==> src/rtl/alu_pkg.sv <==
// Shared ALU definitions: control-code encoding used by the decoder and the execute unit.
package alu_pkg;

    typedef enum logic [2:0] {
        ALU_ADD = 3'b000,
        ALU_SUB = 3'b001,
        ALU_AND = 3'b010,
        ALU_OR  = 3'b011,
        ALU_SLT = 3'b101
    } alucrtl_e;

    // True only for the five defined codes; codes with X/Z bits match no item and fall to default.
    function automatic logic is_legal_alucrtl(input logic [2:0] crtl);
        case (crtl)
            ALU_ADD, ALU_SUB, ALU_AND, ALU_OR, ALU_SLT: return 1'b1;
            default:                                    return 1'b0;
        endcase
    endfunction

endpackage

==> src/rtl/alu_core.sv <==
// Purely combinational ALU datapath: (control, A, B) -> (result, zero, illegal).
module alu_core
    import alu_pkg::*;
#(
    parameter int WIDTH = 32
) (
    input  logic [2:0]       i_crtl,
    input  logic [WIDTH-1:0] i_a,
    input  logic [WIDTH-1:0] i_b,
    output logic [WIDTH-1:0] o_result,
    output logic             o_zero,
    output logic             o_illegal
);

    // Operation select; undefined codes yield a zero result and raise illegal.
    always_comb begin
        o_illegal = ~is_legal_alucrtl(i_crtl);
        o_result  = '0;
        case (i_crtl)
            ALU_ADD: o_result = i_a + i_b;
            ALU_SUB: o_result = i_a - i_b;
            ALU_AND: o_result = i_a & i_b;
            ALU_OR:  o_result = i_a | i_b;
            ALU_SLT: o_result = {{(WIDTH-1){1'b0}}, ($signed(i_a) < $signed(i_b))};
            default: o_result = '0;
        endcase
        o_zero = ~o_illegal & (o_result == '0);
    end

endmodule

==> src/rtl/alu_exec_unit.sv <==
// ALU execute unit: valid/ready in, registered result out, 2-entry output/skid buffer.
module alu_exec_unit
    import alu_pkg::*;
#(
    parameter int WIDTH = 32,
    parameter int TAG_W = 5
) (
    input  logic             i_clk,
    input  logic             i_rst,
    input  logic             i_flush,
    input  logic             i_valid,
    output logic             o_ready,
    input  logic [2:0]       i_alucrtl,
    input  logic [WIDTH-1:0] i_srca,
    input  logic [WIDTH-1:0] i_srcb,
    input  logic [TAG_W-1:0] i_tag,
    output logic             o_valid,
    input  logic             i_ready,
    output logic [WIDTH-1:0] o_result,
    output logic             o_zero,
    output logic             o_illegal,
    output logic [TAG_W-1:0] o_tag
);

    // Buffer entry layout: {tag, illegal, zero, result}
    localparam int ENT_W = TAG_W + 2 + WIDTH;

    logic [WIDTH-1:0] w_core_result;
    logic             w_core_zero;
    logic             w_core_illegal;
    logic [ENT_W-1:0] w_new_ent;

    logic             r_or_valid;
    logic             r_sk_valid;
    logic             r_ready;
    logic [ENT_W-1:0] r_or_ent;
    logic [ENT_W-1:0] r_sk_ent;

    logic w_accept;
    logic w_drain;
    logic w_or_free;
    logic w_or_load_sk;
    logic w_or_load_new;
    logic w_sk_load_new;
    logic w_or_valid_nxt;
    logic w_sk_valid_nxt;

    alu_core #(
        .WIDTH(WIDTH)
    ) u_core (
        .i_crtl    (i_alucrtl),
        .i_a       (i_srca),
        .i_b       (i_srcb),
        .o_result  (w_core_result),
        .o_zero    (w_core_zero),
        .o_illegal (w_core_illegal)
    );

    assign w_new_ent = {i_tag, w_core_illegal, w_core_zero, w_core_result};
    assign w_accept  = i_valid & r_ready;
    assign w_drain   = r_or_valid & i_ready;
    assign w_or_free = ~r_or_valid | w_drain;

    // Next-state steering for the output and skid registers; flush overrides everything.
    always_comb begin
        w_or_load_sk   = 1'b0;
        w_or_load_new  = 1'b0;
        w_sk_load_new  = 1'b0;
        w_or_valid_nxt = r_or_valid;
        w_sk_valid_nxt = r_sk_valid;
        if (w_or_free) begin
            if (r_sk_valid) begin
                w_or_load_sk   = 1'b1;
                w_or_valid_nxt = 1'b1;
                w_sk_load_new  = w_accept;
                w_sk_valid_nxt = w_accept;
            end else begin
                w_or_load_new  = w_accept;
                w_or_valid_nxt = w_accept;
                w_sk_valid_nxt = 1'b0;
            end
        end else if (w_accept) begin
            w_sk_load_new  = 1'b1;
            w_sk_valid_nxt = 1'b1;
        end
        if (i_flush) begin
            w_or_valid_nxt = 1'b0;
            w_sk_valid_nxt = 1'b0;
        end
    end

    // Valid bits and the registered ready; ready mirrors next skid emptiness so it never sees i_ready combinationally.
    always_ff @(posedge i_clk) begin
        if (i_rst) begin
            r_or_valid <= 1'b0;
            r_sk_valid <= 1'b0;
            r_ready    <= 1'b1;
        end else begin
            r_or_valid <= w_or_valid_nxt;
            r_sk_valid <= w_sk_valid_nxt;
            r_ready    <= ~w_sk_valid_nxt;
        end
    end

    // Data payloads carry no reset; their validity is tracked by the valid bits.
    always_ff @(posedge i_clk) begin
        if (w_or_load_sk) begin
            r_or_ent <= r_sk_ent;
        end else if (w_or_load_new) begin
            r_or_ent <= w_new_ent;
        end
        if (w_sk_load_new) begin
            r_sk_ent <= w_new_ent;
        end
    end

    assign o_ready   = r_ready;
    assign o_valid   = r_or_valid;
    assign o_result  = r_or_valid ? r_or_ent[WIDTH-1:0]       : '0;
    assign o_zero    = r_or_valid ? r_or_ent[WIDTH]           : 1'b0;
    assign o_illegal = r_or_valid ? r_or_ent[WIDTH+1]         : 1'b0;
    assign o_tag     = r_or_valid ? r_or_ent[ENT_W-1 -: TAG_W] : '0;

endmodule
==> config.mk <==
export PLATFORM = sky130hd
export DESIGN_NAME = alu_exec_unit
export DESIGN_NICKNAME = d
export VERILOG_FILES = /design/src/rtl/alu_pkg.sv /design/src/rtl/alu_core.sv /design/src/rtl/alu_exec_unit.sv
export SDC_FILE = /design/constraint.sdc
export NUM_CORES = 1
export LEC_CHECK = 0
export CELL_PAD_IN_SITES_DETAIL_PLACEMENT = 0
export CELL_PAD_IN_SITES_GLOBAL_PLACEMENT = 1
export CORE_MARGIN = 3
export CORE_UTILIZATION = 41
export DETAILED_ROUTE_END_ITERATION = 8
export DONT_BUFFER_PORTS = 1
export GPL_ROUTABILITY_DRIVEN = 0
export PLACE_DENSITY_LB_ADDON = 0.1
export REMOVE_ABC_BUFFERS = 1
export SLEW_MARGIN = 20
export SYNTH_ARGS = -nofsm -noshare
export SYNTH_HDL_FRONTEND = slang
export SYNTH_SLANG_ARGS = --single-unit
==> constraint.sdc <==
create_clock -name i_clk -period 4.1 [get_ports i_clk]
set_input_delay 0.41 -clock i_clk [delete_from_list [all_inputs] [get_ports i_clk]]
set_output_delay 0.41 -clock i_clk [all_outputs]
set_load 0.03 [all_outputs]
Word-level counts from Yosys, hierarchy flattened --
Index checks and enable logic that the tools add are counted.
Word-level totals: word-level logic and storage cells 45, bits of input ports 77, output and inout port bits 41, bits in registers 81
Cells by class: bitwise logic cells 9, equal/unequal tests 4, reduce and logical (&&, ||, !) cells 5, muxes and demuxes 19, $add $sub $neg 2, $lt $le $gt $ge 1
Operators with widths (count):
- $pmux W32 S5 | 1
- $mux W39 | 2
- $add A32 B32 Y32 | 1
- $and A32 B32 Y32 | 1
- $logic_not A32 Y1 | 1
- $lt A32 B32 Y1 | 1
- $mux W32 | 1
- $or A32 B32 Y32 | 1
- $sub A32 B32 Y32 | 1
- $mux W1 | 14
- $eq A3 B2 Y1 const B | 2
- $mux W5 | 1
- $reduce_or A5 Y1 | 1
- $and A1 B1 Y1 | 3
- $eq A3 B1 Y1 const B | 1
- $eq A3 B3 Y1 const B | 1
- $logic_not A3 Y1 | 1
- $not A1 Y1 | 3
- $reduce_bool A2 Y1 | 1
- $reduce_or A2 Y1 | 1
- $or A1 B1 Y1 | 1

Longest topological paths before layout --
Gate-level depths: netlist of the first run.
depth after elaboration 6, gate-level depth with buffers 14, depth with buffers taken out 14

By module --
Synthesis of the first run repeated with hierarchy kept, for this count alone.
Second synthesis, totals: cell total of the unflattened synthesis 986, area, all modules 8544.4 µm²
By module, submodules not included:
- alu_core | area an instance 5291.3 µm², cells each 807, times used 1
- alu_exec_unit | area an instance 3253.1 µm², cells each 179, times used 1

Worst setup path after synthesis of the first run --
No wires, ideal clock.
kind in2reg, start input i_srca[1], end register r_or_ent[32] (data pin), arrival time 3.730 ns, path slack 0.190 ns, cell stages on the path 13, library setup time 0.180 ns, cell sequence inv_1 > ha_1 > nor2_1 > o311ai_2 > a211oi_2 > a221oi_2 > a21oi_1 > a221oi_1 > xnor2_1 > o22ai_1 > or4_1 > or4_4 > o41ai_2
On the way: cells in the longest elaborated chain, start to end 6, elaborated cells between the ends (all ways) 10, those cells by class add/sub (2); order compare (1); mux (3); bitwise (3); reduce/logical (1)
RTL lines:
- start: declaration | line alu_exec_unit.sv:14 | input logic [WIDTH-1:0] i_srca,
- $sub A32 B32 Y32 or $add A32 B32 Y32 (tied branches) | line alu_core.sv:21, alu_core.sv:20
- $pmux W32 S5 (*) | line alu_core.sv:19 | case (i_crtl)
- via u_core.o_result[31] | line alu_core.sv:10 | output logic [WIDTH-1:0] o_result,
- $logic_not A32 Y1 (*) | line alu_core.sv:27 | o_zero = ~o_illegal & (o_result == '0);
- $and A1 B1 Y1 (*) | line alu_core.sv:27
- $mux W39 (*) | line alu_exec_unit.sv:109 | end else if (w_or_load_new) begin
- $mux W39 (*) | line alu_exec_unit.sv:107 | if (w_or_load_sk) begin
- end signal: assignment | line alu_exec_unit.sv:108 | r_or_ent <= r_sk_ent;
- end signal: assignment | line alu_exec_unit.sv:110 | r_or_ent <= w_new_ent;
- end: declaration | line alu_exec_unit.sv:36 | logic [ENT_W-1:0] r_or_ent;
The timed path passes the listed nets; every way through them passes the cells marked *. The select of a mux whose other input is x is not followed. A chain may end at the register's enable or synchronous reset.

Worst setup path in the final report of the first run --
start input i_srca[0], end register r_or_ent[32] (data pin)
The elaborated chain is that of the path after synthesis.

==> results of run 1 <==
[critical path: stages]
cell and delay [ns]:
inv_1 0.04, ha_1 0.27, fa_2 0.38, o21bai_2 0.15, o211ai_2 0.14, a21oi_2 0.22
nor3b_1 0.10, buf_4 0.16, o31a_1 0.30, nor4_1 0.18, o32ai_1 0.14, or3_1 0.30
or4_1 0.41, or4_4 0.57, o41ai_4 0.32
[logic make-up (layout without fill, tap and decap cells)]
logic type / count (synthesis) / count (layout) / share of synthesized area, %
and+or+nand+nor: 395 / 395 / 21.6
AOI/OAI and AO/OA: 311 / 311 / 23.4
buffers and inverters: 167 / 276 / 7.77
adders and majority gates: 109 / 109 / 15.9
DFF: 81 / 81 / 27.6
xor gates and xnor gates: 20 / 20 / 2.02
muxes: 13 / 13 / 1.68
[registers in the layout (all words and copies together) (netlist names)]
register,flops
o_ready,1
r_or_ent,39
r_sk_ent,39
o_valid,1
r_sk_valid,1
[final cells by class]
class                   count  area, um2
fillers                  2060      10200
multi-input cells         848       5750
flip-flops and latches     81       2400
repair buffers            148       1150
inverters                 112        420
well taps                 270        338
clock buffers               9        225
clock inverters             7       85.1
[cell usage after synthesis (7+ instances only)]
cell type	number	area share [%]
a211oi_1	15	1.3
a21o_1	9	0.78
a21oi_1	96	5.5
a31oi_1	8	0.58
and2_1	42	3.0
buf_2	14	0.81
buf_4	8	0.69
clkbuf_1	30	1.3
edfxtp_1	78	27
ha_1	107	15
inv_1	109	4.7
mux2i_1	9	1.0
nand2_1	104	4.5
nand2b_1	16	1.2
nand3_1	23	1.3
nand4_1	11	0.79
nor2_1	129	5.6
nor2b_1	7	0.50
nor3_1	24	1.4
nor4_1	12	0.86
o211ai_1	11	0.95
o21ai_0	67	3.9
o21bai_1	10	0.86
o22ai_1	19	1.4
o31ai_1	15	1.3
xnor2_1	19	1.9
[metrics by stage]
| step | util (%) | hold WS (ns) | setup TNS [ns] | worst slack, ns | power, mW |
|---|---|---|---|---|---|
| finish | 50.4 | 0.151 | 0 | 0.153 | 2.92 |
| global route | 50.4 | 0.142 | -0.00767 | -0.00767 | 3.09 |
| CTS | 49.7 | 0.139 | 0 | 0.0660 | 2.90 |
| detailed placement | 48.2 | 0.488 | -0.519 | -0.320 | 2.07 |
| global placement | 48.2 | 0.485 | -0.405 | -0.277 | 2.07 |
| floorplan | - | 0.483 | 0 | 0.161 | 1.65 |
[path summary, 6_finish.rpt]
kind | start | endpoint | slack [ns] | cells after the start
min | i_rst | o_valid | 0.15 | 1
min reg2reg | r_sk_ent[2] | r_or_ent[2] | 0.51 | 2
max | i_srca[0] | r_or_ent[32] | 0.15 | 15
max reg2reg | o_valid | r_sk_ent[9] | 2.29 | 4
[repair_timing]
item	CTS	global route
buffers inserted	0	1
pin swaps	0	9
setup endpoints to repair	1	2
hold endpoints to repair	0	0
gates resized for setup	1	26
[per-layer routing]
layer / global-route usage (%) / wire length, um
met5: 0 / 0
met4: 5.35 / 428
met3: 3.69 / 1970
met2: 35.6 / 11800
met1: 36.1 / 13500
[power groups by stage]
stage | Combinational [mW] | Sequential [mW] | Clock [mW]
after floorplan | 0.647 | 1.00 | 0
after global placement | 1.07 | 0.999 | 0
after detailed placement | 1.07 | 1.00 | 0
after CTS | 1.08 | 0.984 | 0.839
after global routing | 1.23 | 0.987 | 0.871
final | 1.12 | 0.983 | 0.822
[layout by cell type (no fill, tap or decap), types with 4 or more instances in the layout]
master	Yosys	final
a211o_1	4	4
a211oi_1	15	13
a211oi_2	2	4
a21o_1	9	9
a21oi_1	96	92
a21oi_2	2	6
a31oi_1	8	6
and2_1	42	42
buf_4	8	145
clkbuf_16	0	9
clkinv_1	1	4
edfxtp_1	78	78
ha_1	107	102
ha_2	0	4
inv_1	109	109
mux2i_1	9	9
nand2_1	104	104
nand2b_1	16	16
nand3_1	23	23
nand4_1	11	11
nor2_1	129	127
nor2b_1	7	7
nor3_1	24	24
nor3b_1	4	4
nor4_1	12	11
o211ai_1	11	11
o21a_1	4	4
o21ai_0	67	65
o21bai_1	10	9
o22ai_1	19	18
o31ai_1	15	15
or2_2	4	4
or3_1	4	4
xnor2_1	19	19
==> metrics.cfg, run 1 <==
[outcome]
status=finished, final reports clean

[timing]
fmax_mhz=253
period_share_pct=96.3
setup_violations=0
finalClockSkew_ns=0.00658
relSlewSlack_pct=48.0
hold_viol_final=0
maxSlewViolCount=0
period_minus_slack_ns=3.95
worst_slew_pin_slew_ns=0.773

[synth]
synth_edf_count=78
yosysSeqAreaShare_pct=27.6
ys_types=83
synth_area_mm2=0.00869
syn_avg_cell_area_um2=7.93
async_reset_ff_share_pct=0
yosys_warnings=0
synth.ff_latch_count=81
synth_flop_cell=edfxtp_1
netlist_instances=1096

[worst_setup_path]
required_ns=4.25
end_kind=flop
crit_type=in -> reg
cp_data_arrival_time_ns=4.10
start_kind=input pin
critPathMaxFanout=3

[routing]
routed_wl_um=27700
wl_per_cell_um=18.8
dr.pass1.iters=5
antenna_left=0
initialDrtViolationCount=616
via_per_inst=5.62
vias=8286
remaining_drc_errors=0

[place]
io_buffers=0
dpl-instance-area_mm2=0.00990
dp_cells=1457
dp_hpwl_um=22200

[hold_path]
hold_class=in -> reg

[global_routing]
grt-ovfl-total=0
grt_pass1_wl_um=42800
grt_max_degree=79
grt_pass1_vias=7775
grt_usage_pct=23.8
antenna_found_initial=0

[clock_tree]
clock_latency_ns=0.33
numCtsBuffers=9
cts_buffer_depth=2
postCtsHoldBufs=0
h-tree-depth=3
clkSlewWorstSetupHoldPaths_ns=0.06
cts_tree=built
clockRootBuffer=clkbuf_16
cts.sinks=81

[power]
internal_power_mw=1.96
p_leak_nw=4.60
netSwitchingPower_uw=958
clkPwrFrac_pct=28.1
vdd_drop_max_mv=0.267
combPwrFrac_pct=38.3
switching_share_pct=32.8
p_per_area_mw_per_mm2=282
seq_power_share_pct=33.6

[run]
maxCapViolCount=0

[floorplanning]
start_util_pct=42.3
ioPinCount=118
die-area_mm2=0.0230
die_h_um=152
die_w_um=152
core_area_mm2=0.0206
row_count=52

[final_layout]
fin_area_mm2=0.0104
final_cell_count_no_fill=1475
drive_gt1_share_pct=17.7
nets=1386
antenna_cells=0
areaGrowthSynthToFinish_pct=19.2

No activity file was read; power rests on OpenSTA's default activity.
==> run 2, diff against run 1 <==
- CORE_UTILIZATION: 41 -> 44
- CTS_CLUSTER_DIAMETER: unset -> 120
- CTS_CLUSTER_SIZE: unset -> 24
==> metrics.cfg, run 2 (synthesis results as in run 1) <==
[power]
vdd_drop_max_mv=0.243  ; was 0.267 mV
p_per_area_mw_per_mm2=271  ; was 282 mW/mm2
p_leak_nw=4.54  ; was 4.60 nW
clkPwrFrac_pct=24.7  ; was 28.1%
internal_power_mw=1.82  ; was 1.96 mW
seq_power_share_pct=35.7  ; was 33.6%
power_mw=2.75  ; was 2.92 mW
combPwrFrac_pct=39.6  ; was 38.3%
netSwitchingPower_uw=931  ; was 958 uW
switching_share_pct=33.8  ; was 32.8%

[clock_tree]
cts_tree=built  ; unchanged
clock_latency_ns=0.33  ; about the same
cts_buffer_depth=2  ; unchanged
clkSlewWorstSetupHoldPaths_ns=0.05  ; was 0.06 ns
numCtsBuffers=9  ; unchanged
h-tree-depth=3  ; unchanged
cts.sinks=81  ; unchanged
clockRootBuffer=clkbuf_16  ; unchanged

[final_layout]
drive_gt1_share_pct=15.7  ; was 17.7%
antenna_cells=0  ; unchanged
areaGrowthSynthToFinish_pct=16.9  ; was 19.2%
reg_top3=r_or_ent: 39 flops, r_sk_ent: 39 flops  ; unchanged
final_cell_count_no_fill=1456  ; was 1475
multi_input_area_mm2=0.00568  ; was 0.00575 mm2
register_area_mm2=0.00240  ; unchanged
final_cell_mix=buf_4, nor2_1, inv_1  ; unchanged
nFillCells=1883  ; was 2060
final_common_cell=buf_4  ; unchanged
fin_area_mm2=0.0102  ; was 0.0104 mm2
nets=1377  ; was 1386

[worst_setup_path]
end_kind=flop  ; unchanged
critPathMaxFanout=6  ; was 3
ff2ff_path_depth=5  ; was 4
r2r-start=o_valid  ; unchanged
cp_data_arrival_time_ns=4.10  ; about the same
reg2reg_slack_ns=1.66  ; was 2.29 ns
rr_endpoint=r_sk_ent[24]  ; was r_sk_ent[9]
required_ns=4.24  ; was 4.25 ns
crit_type=in -> reg  ; unchanged
start_kind=input pin  ; unchanged

[timing]
worst_slew_pin_slew_ns=0.741  ; was 0.773 ns
grt_setup_unrepaired=false
fmax_mhz=253  ; about the same
finalClockSkew_ns=0.00577  ; was 0.00658 ns
hold_viol_final=0  ; unchanged
hold_ws_ns=0.146  ; was 0.151 ns
maxSlewViolCount=0  ; unchanged
period_minus_slack_ns=3.96  ; was 3.95 ns
setup_violations=0  ; unchanged
period_share_pct=96.6  ; was 96.3%
relSlewSlack_pct=50.5  ; was 48.0%

[hold_path]
min_from=i_rst  ; unchanged
hold_class=in -> reg  ; unchanged
holdPathEnd=o_valid  ; unchanged
min_path_cells=1  ; unchanged

[routing]
remaining_drc_errors=0  ; unchanged
initialDrtViolationCount=840  ; was 616
via_per_inst=5.66  ; was 5.62
dr.pass1.iters=5  ; unchanged
antenna_left=0  ; unchanged
wl_per_cell_um=18.4  ; was 18.8 um
vias=8239  ; was 8286
routed_wl_um=26800  ; was 27700 um

[global_routing]
grt_usage_pct=24.1  ; was 23.8%
grt_util_met2_pct=37.3  ; was 35.6%
top_usage_layer=met2  ; was met1
antenna_found_initial=0  ; unchanged
grt-ovfl-total=0  ; unchanged
grt_pass1_wl_um=41900  ; was 42800 um
use_met1_pct=36.1  ; about the same
grt_max_degree=79  ; unchanged
grt_use_met3_pct=3.54  ; was 3.69%
grt_pass1_vias=7749  ; was 7775

[outcome]
status=finished, final reports clean  ; unchanged

[place]
io_buffers=0  ; unchanged
dpl-instance-area_mm2=0.00983  ; was 0.00990 mm2
dp_cells=1439  ; was 1457
dp_hpwl_um=21800  ; was 22200 um

[floorplanning]
row_count=50  ; was 52
core_area_mm2=0.0191  ; was 0.0206 mm2
die_h_um=147  ; was 152 um
die_w_um=147  ; was 152 um
ioPinCount=118  ; unchanged
start_util_pct=45.6  ; was 42.3%
die-area_mm2=0.0215  ; was 0.0230 mm2

[run]
maxCapViolCount=0  ; unchanged

==> run 2: cell types whose count changed in the layout (fill, tap and decap cells not counted), moves of 2 or more <==
cell       previous run  this run
fa_1                  0         2
a21oi_2               6         2
ha_2                  4         0
buf_4               145       136
fa_2                  2         0
ha_1                102       107
bufinv_16             2         0
a21oi_1              92        96
==> run 2: cell type report <==
type,count,share of cell area [%]
Timing Repair Buffer,139,10.6
Inverter,112,4.14
Clock inverter,6,0.246
Multi-Input combinational cell,848,55.9
Clock buffer,10,2.25
Tap cell,260,3.20
Sequential cell,81,23.6
==> run 2: worst max-delay path by stage <==
stage | startpoint | endpoint | slack, ns | depth (start not counted)
finish | i_srcb[11] | r_or_ent[32] | 0.14 | 14
global route | i_srca[1] | r_or_ent[32] | 0.001 | 15
CTS | i_srca[0] | r_or_ent[32] | 0.007 | 15
detailed placement | i_srca[0] | r_or_ent[32] | -0.30 | 15
global placement | i_srcb[3] | r_or_ent[32] | -0.18 | 13
floorplan | i_srcb[10] | r_or_ent[32] | 0.16 | 13
==> run 2: through the flow <==
| step | TNS, ns | setup WS (ns) | utilization, % |
|---|---|---|---|
| CTS | 0 | 0.00730 | 52.9 |
| floorplan | 0 | 0.161 | - |
| global placement | -0.271 | -0.177 | 51.5 |
| finish | 0 | 0.141 | 53.3 |
| global route | 0 | 0.00131 | 53.3 |
| detailed placement | -0.466 | -0.304 | 51.5 |
==> run 2: power by group through the flow <==
stage               sequential, mW  clock [mW]  combinational (mW)
detailed placement            1.00           0                1.06
floorplan                     1.00           0               0.647
global route                 0.986       0.724                1.19
CTS                          0.983       0.694                1.06
global placement             0.999           0                1.05
finish                       0.982       0.679                1.09
==> run 2: repair_timing <==
action                     4_1_cts  5_1_grt
setup endpoints to repair        0        2
resized for setup                0       11
setup buffers                    0        0
hold buffers                     0        0
==> run 2: layer usage <==
| layer | vias to the layer above | share of wire, % |
|---|---|---|
| met5 | - | 0 |
| li1 | 4066 | - |
| met3 | 16 | 8.3 |
| met1 | 3820 | 48 |
| met4 | 0 | 1.0 |
| met2 | 337 | 43 |
==> run 2: critical path, cell delays in order <==
cell	delay, ns
inv_1	0.03
ha_1	0.44
buf_4	0.19
inv_2	0.04
a21oi_1	0.21
o31ai_1	0.19
o31a_1	0.38
a21o_1	0.24
a211oi_2	0.22
o32ai_1	0.13
or3_1	0.30
or4_1	0.41
or4_4	0.58
o41ai_4	0.33
